`src/rtl/clock_time_set.sv`:
```
// Button conditioning and RUN/SET_HR/SET_MIN time-set FSM; optional auto-repeat under CLOCK_TIME_SET_AUTOREPEAT_EN.
// Raw edge to press pulse is DEBOUNCE_CYCLES+3 cycles; there is no backpressure, and load pulses one cycle on exit from SET_MIN.
module clock_time_set #(
  parameter int DEBOUNCE_CYCLES = 1000000,
  parameter int REPEAT_CYCLES   = 25000000,
  parameter int HOUR_MODE       = 12
) (
  input  logic       clk,
  input  logic       rst_n,
  input  logic       btn_mode,
  input  logic       btn_up,
  input  logic [3:0] cur_min0,
  input  logic [3:0] cur_min1,
  input  logic [3:0] cur_hr0,
  input  logic [3:0] cur_hr1,
  output logic [3:0] set_min0,
  output logic [3:0] set_min1,
  output logic [3:0] set_hr0,
  output logic [3:0] set_hr1,
  output logic       load,
  output logic       setting,
  output logic [3:0] blink_mask
);

  localparam int DCW = $clog2(DEBOUNCE_CYCLES + 1);
  localparam logic [3:0] RST_HR1 = (HOUR_MODE == 12) ? 4'd1 : 4'd0;
  localparam logic [3:0] RST_HR0 = (HOUR_MODE == 12) ? 4'd2 : 4'd0;

  if (!(HOUR_MODE == 12 || HOUR_MODE == 24) || DEBOUNCE_CYCLES < 2 || REPEAT_CYCLES < 2) begin : g_bad_param
    $error("clock_time_set: illegal parameter value");
  end

  typedef enum logic [1:0] {RUN, SET_HR, SET_MIN} state_t;

  // bit 0 = mode button, bit 1 = up button
  logic [1:0]     raw, sync1, sync2, deb, deb_q, press;
  logic [DCW-1:0] db_cnt [2];
  logic           mode_p, up_p, inc, rep_fire;

  assign raw    = {btn_up, btn_mode};
  assign mode_p = press[0];
  assign up_p   = press[1];

  always_ff @(posedge clk or negedge rst_n) begin
    if (!rst_n) begin
      sync1 <= '0;
      sync2 <= '0;
      deb   <= '0;
      deb_q <= '0;
      press <= '0;
      for (int i = 0; i < 2; i++) db_cnt[i] <= '0;
    end else begin
      sync1 <= raw;
      sync2 <= sync1;
      deb_q <= deb;
      press <= deb & ~deb_q;
      for (int i = 0; i < 2; i++) begin
        if (sync2[i] == deb[i]) begin
          db_cnt[i] <= '0;
        end else if (db_cnt[i] == DCW'(DEBOUNCE_CYCLES - 1)) begin
          deb[i]    <= sync2[i];
          db_cnt[i] <= '0;
        end else begin
          db_cnt[i] <= db_cnt[i] + 1'b1;
        end
      end
    end
  end

  state_t state;

`ifdef CLOCK_TIME_SET_AUTOREPEAT_EN
  localparam int RCW = $clog2(REPEAT_CYCLES + 1);
  logic [RCW-1:0] rep_cnt;

  // mode_p always changes state, so it suppresses and clears the repeat
  assign rep_fire = (state != RUN) && deb[1] && !mode_p && (rep_cnt == RCW'(REPEAT_CYCLES - 1));

  always_ff @(posedge clk or negedge rst_n) begin
    if (!rst_n) begin
      rep_cnt <= '0;
    end else if (state == RUN || !deb[1] || mode_p || rep_fire) begin
      rep_cnt <= '0;
    end else begin
      rep_cnt <= rep_cnt + 1'b1;
    end
  end
`else
  assign rep_fire = 1'b0;
`endif

  assign inc = up_p | rep_fire;

  logic       hr_ok, min_ok;
  logic [3:0] cap_hr1, cap_hr0, cap_min1, cap_min0;
  logic [3:0] nxt_hr1, nxt_hr0, nxt_min1, nxt_min0;

  always_comb begin
    if (HOUR_MODE == 12)
      hr_ok = (cur_hr1 == 4'd0 && cur_hr0 != 4'd0 && cur_hr0 <= 4'd9) ||
              (cur_hr1 == 4'd1 && cur_hr0 <= 4'd2);
    else
      hr_ok = (cur_hr1 <= 4'd1 && cur_hr0 <= 4'd9) ||
              (cur_hr1 == 4'd2 && cur_hr0 <= 4'd3);
    min_ok   = (cur_min1 <= 4'd5) && (cur_min0 <= 4'd9);
    cap_hr1  = hr_ok  ? cur_hr1  : RST_HR1;
    cap_hr0  = hr_ok  ? cur_hr0  : RST_HR0;
    cap_min1 = min_ok ? cur_min1 : 4'd0;
    cap_min0 = min_ok ? cur_min0 : 4'd0;
  end

  always_comb begin
    nxt_hr1 = set_hr1;
    nxt_hr0 = set_hr0 + 4'd1;
    if (HOUR_MODE == 12 && set_hr1 == 4'd1 && set_hr0 == 4'd2) begin
      nxt_hr1 = 4'd0;
      nxt_hr0 = 4'd1;
    end else if (HOUR_MODE == 24 && set_hr1 == 4'd2 && set_hr0 == 4'd3) begin
      nxt_hr1 = 4'd0;
      nxt_hr0 = 4'd0;
    end else if (set_hr0 == 4'd9) begin
      nxt_hr1 = set_hr1 + 4'd1;
      nxt_hr0 = 4'd0;
    end

    nxt_min1 = set_min1;
    nxt_min0 = set_min0 + 4'd1;
    if (set_min0 == 4'd9) begin
      nxt_min0 = 4'd0;
      nxt_min1 = (set_min1 == 4'd5) ? 4'd0 : set_min1 + 4'd1;
    end
  end

  always_ff @(posedge clk or negedge rst_n) begin
    if (!rst_n) begin
      state      <= RUN;
      set_hr1    <= RST_HR1;
      set_hr0    <= RST_HR0;
      set_min1   <= 4'd0;
      set_min0   <= 4'd0;
      load       <= 1'b0;
      setting    <= 1'b0;
      blink_mask <= 4'b0000;
    end else begin
      load <= 1'b0;
      case (state)
        RUN: begin
          if (mode_p) begin
            state      <= SET_HR;
            set_hr1    <= cap_hr1;
            set_hr0    <= cap_hr0;
            set_min1   <= cap_min1;
            set_min0   <= cap_min0;
            setting    <= 1'b1;
            blink_mask <= 4'b1100;
          end
        end
        SET_HR: begin
          if (mode_p) begin
            state      <= SET_MIN;
            blink_mask <= 4'b0011;
          end else if (inc) begin
            set_hr1 <= nxt_hr1;
            set_hr0 <= nxt_hr0;
          end
        end
        SET_MIN: begin
          if (mode_p) begin
            state      <= RUN;
            load       <= 1'b1;
            setting    <= 1'b0;
            blink_mask <= 4'b0000;
          end else if (inc) begin
            set_min1 <= nxt_min1;
            set_min0 <= nxt_min0;
          end
        end
        default: begin
          state      <= RUN;
          setting    <= 1'b0;
          blink_mask <= 4'b0000;
        end
      endcase
    end
  end

endmodule

```
`config.mk`:
```
export PLATFORM = sky130hd
export DESIGN_NAME = clock_time_set
export DESIGN_NICKNAME = d
export VERILOG_FILES = /design/src/rtl/clock_time_set.sv
export SDC_FILE = /design/constraint.sdc
export NUM_CORES = 1
export LEC_CHECK = 0
export ABC_AREA = 1
export CORE_MARGIN = 8
export CORE_UTILIZATION = 56
export DETAILED_ROUTE_END_ITERATION = 16
export HOLD_SLACK_MARGIN = 0.06
export PLACE_DENSITY = 0.82
export SYNTH_ARGS = -nofsm -noshare
export SYNTH_HDL_FRONTEND = slang
export SYNTH_SLANG_ARGS = --single-unit
```
`constraint.sdc`:
```
create_clock -name clk -period 1.7 [get_ports clk]
set_input_delay 0.34 -clock clk [delete_from_list [all_inputs] [get_ports clk]]
set_output_delay 0.34 -clock clk [all_outputs]
set_load 0.05 [all_outputs]
```
==> results.txt <==
* Comb pwr share: 0.047
- Across the VDD grid, the largest voltage drop is about 0.82 mV.
* Finished layout cell area: 0.00450 sq mm
- Yosys mapped the design onto 32 distinct sky130hd cell types.
* Routed wire length: between 7000 and 8000 um
- Placement-stage cell area: 0.00425 sq mm
- Setup slack of the critical path after layout: between 0.1 and 0.15 ns
* Clk Latency, worst-skew pair: approximately 0.34 ns
- For flop-to-flop paths, the worst setup slack is approximately 0.14 ns.
- Synth warn: 0
- Category of the most critical setup path: reg2reg
* Post-synthesis to final-layout area growth: 22.3%
- CP max stage cell: sky130_fd_sc_hd__dfrtp_1
- Max-cap violations: 0
* Count of buffers added by post-CTS timing repair for setup: 0
- Synthesized area: approximately 0.0037 sq mm
- Static timing analysis puts the maximum clock frequency at 643 MHz.
- Leaving out fill and tap cells, the most frequent cells in the layout are sky130_fd_sc_hd__nor2_1, sky130_fd_sc_hd__nand2_1, sky130_fd_sc_hd__dfrtp_1.
- For the worst setup path, the data required time is 1.93 ns.
* Relative contribution of the clock network to total power: 0.443
- The pre-antenna-repair detailed-routing pass consisted of 4 iterations.
- Total core area: ~0.0063 sq mm
- Proportion of synthesized chip area in sequential cells: 0.477
- The detailed router finished its first iteration with 115 violations.
- Pre-CTS setup slack: -0.00463 ns
- In the global route stage, overall resource usage came out at 0.169.
* Total number of nets in the final design: around 560
* DRC violations left: 0
- Setup crit end kind: flip-flop
- The run finished with clean final reports.
- Commonest non-fill, non-tap cell in the layout: sky130_fd_sc_hd__nor2_1
* LEAKAGE: ~2 nW
* Half-perimeter wire length after detailed placement: 5600 um
- Routability-driven placement finished with a final weighted congestion of 0.853.
- Y dimension of the die: roughly 97 um
* Crit start category: flip-flop
- Syn nets: around 500
- H-tree lvl count: 3
- Final critical delay including setup and external delays: 1.56 ns
* Number of instances in the synthesized netlist: around 480
- Total negative setup slack: 0 ns
- In this run the count of I/O pins placed on the die edge is 42.
- Count of antenna diodes in the layout: 0
* Final ANT Viol Nets: 0
* Number of I/O port buffers: 41
* Initial antenna violation count: 0
- Once layout is complete, the utilization of the core stands at 0.708.
* Switching share of power: 0.212
- Initial standard-cell utilization of the core: 0.579
- Count of final setup violators: 0
* Clock tree from TritonCTS: built
- Finished Layout Cells: between 600 and 700
* Number of vias per cell after detailed routing: around 5.2
- Of all nets on the critical path, the largest fanout is 6.
* Worst min-delay path class: reg2reg
* Num CTS Buffers: 9
* Final hold violation count: 0
* Core Rows: 29
* Register clock-pin slew on the reported worst setup and hold paths: ~0.070 ns
- Root buffer cell: sky130_fd_sc_hd__clkbuf_8
- Share of post-route cells with drive strength above 1: 0.114
- Walking the worst path, the cells encountered are ha_1 > nand3_1 > nor3_2 > nand3_1 > nand2_2 > inv_1 > nand2_1 > nor2_1.
- The most numerous cell type found on the critical path is sky130_fd_sc_hd__nand3_1.
- Horiz. Die Dim: approximately 97 um
- In this design, the stage delay of the slowest critical-path cell is 0.37 ns.
- Largest net degree at the start of global routing: 71
- Counting every sink on the clock net gives 70.
- Global-route wire length before repair: 13500 um
- Total power per unit cell area: ~740 mW/mm^2
- After global routing the overflow that remains totals 0.
* Vias in the first global route: a little over 3000
- Worst Tran Pin Value: approximately 0.37 ns
- WL/cell: ~13 um
* Count of state elements after synthesis: 70
* Int Pwr: approximately 2.6 mW
* Final Max Tran Viols: 0
- Net switching power: approximately 700 uW
- Worst clock skew: a little under 0.006 ns
- Total die area: about 0.0094 sq mm
* Seq pwr share: 0.510
- No sink is reached through more buffers than the 2 on the longest clock path.
* Number of vias after detailed routing: ~3200
* Synth Area per Inst: 7.67 sq um
* Arrival time at the worst endpoint: approximately 1.8 ns
* Share of the clock period used by the worst path: 0.915
- In this run, placement finished with an instance count of about 600.
- Worst max-slew margin expressed relative to the limit: 0.753
==> state kept, by name, indices dropped and copies added, names as in the netlist <==
register and count:
deb_q 2, sync2 2, press 2, deb 2, db_cnt 40, sync1 2, setting 1, blink_mask 2
set_min1 4, set_hr1 4, load 1, set_hr0 4, set_min0 4
==> final timing paths <==
kind,from,to,depth (start not counted)
setup / recovery,db_cnt[0]$_DFF_PN0_,db_cnt[15]$_DFF_PN0_,8
hold / removal,sync1[0]$_DFF_PN0_,sync2[0]$_DFF_PN0_,0
setup reg to reg,db_cnt[0]$_DFF_PN0_,db_cnt[15]$_DFF_PN0_,8
hold reg to reg,sync1[0]$_DFF_PN0_,sync2[0]$_DFF_PN0_,0
max in group asynchronous,rst_n,set_hr0[1]$_DFFE_PN1P_,3
min in group asynchronous,rst_n,set_hr1[1]$_DFFE_PN0P_,3
==> worst max-delay path: cells and delay by family, from the launching register on <==
family,cells,cell delay [ns]
adders and majority gates,1,0.19
DFF,1,0.37
buffers and inverters,1,0.11
and+or+nand+nor,6,0.76
==> kinds of logic (layout without fill, tap and decap cells) <==
group,count (synthesis),count (layout),share of synthesized area
simple gates,272,272,0.315
xor+xnor,26,26,0.0619
fa+ha+maj,4,4,0.0136
buf+inv,59,122,0.0626
flops,70,70,0.477
compound gates,48,48,0.0698
==> area by class of cell <==
| cell class | instances | area [sq um] |
|---|---|---|
| inverter | 56 | 210 |
| timing repair buffer | 50 | 508 |
| fill | 500 | 1850 |
| multi-input combinational | 350 | 1710 |
| clock inverter | 4 | 70.1 |
| clock buffer | 12 | 145 |
| sequential | 70 | 1750 |
| tap | 77 | 96.3 |
==> timing repair <==
action | in CTS | in global routing
endpoints found under the setup margin | 0 | 22
hold endpoints to repair | 68 | 0
gates resized for setup | 0 | 6
hold buffers | 1 | 0
==> cells in the mapped netlist, drive strengths merged <==
cell type,number,share of area
nor3,11,0.016
nor2,107,0.11
a21oi,20,0.028
nand4,9,0.015
xor2,20,0.048
nor4,1,0.0017
inv,56,0.057
nand2,105,0.11
dfrtp,68,0.46
and2,1,0.0017
a22oi,1,0.0020
o21bai,1,0.0020
nor3b,3,0.0061
ha,4,0.014
and3,2,0.0034
o21a,1,0.0020
nand3,30,0.041
dfstp,2,0.014
nand3b,3,0.0061
buf,3,0.0054
a31oi,1,0.0017
xnor2,6,0.014
o21ai,24,0.034
==> power by group through the flow <==
| stage | combinational [mW] | sequential [mW] | clock [mW] |
|---|---|---|---|
| 6_report | 0.156 | 1.69 | 1.47 |
| 5_1_grt | 0.182 | 1.69 | 1.58 |
| 4_1_cts | 0.159 | 1.69 | 1.50 |
| 3_5_place_dp | 0.156 | 1.72 | 0 |
| 3_3_place_gp | 0.155 | 1.72 | 0 |
| 2_1_floorplan | 0.0547 | 1.72 | 0 |
==> layer usage <==
metal / vias up / track usage / part of all wire
met2: 82 / 0.273 / 0.46
met1: 1498 / 0.208 / 0.47
met4: 0 / 0.0710 / 0.015
li1: 1637 / - / -
met3: 13 / 0.0462 / 0.055
met5: - / 0 / 0
==> metrics by stage <==
step,hold WS (ns),total power [mW]
CTS,0.354,3.35
floorplan,0.0444,1.78
finish,0.352,3.32
global placement,0.334,1.88
detailed placement,0.339,1.88
global route,0.369,3.46
Power figures use the tool's default switching activity.
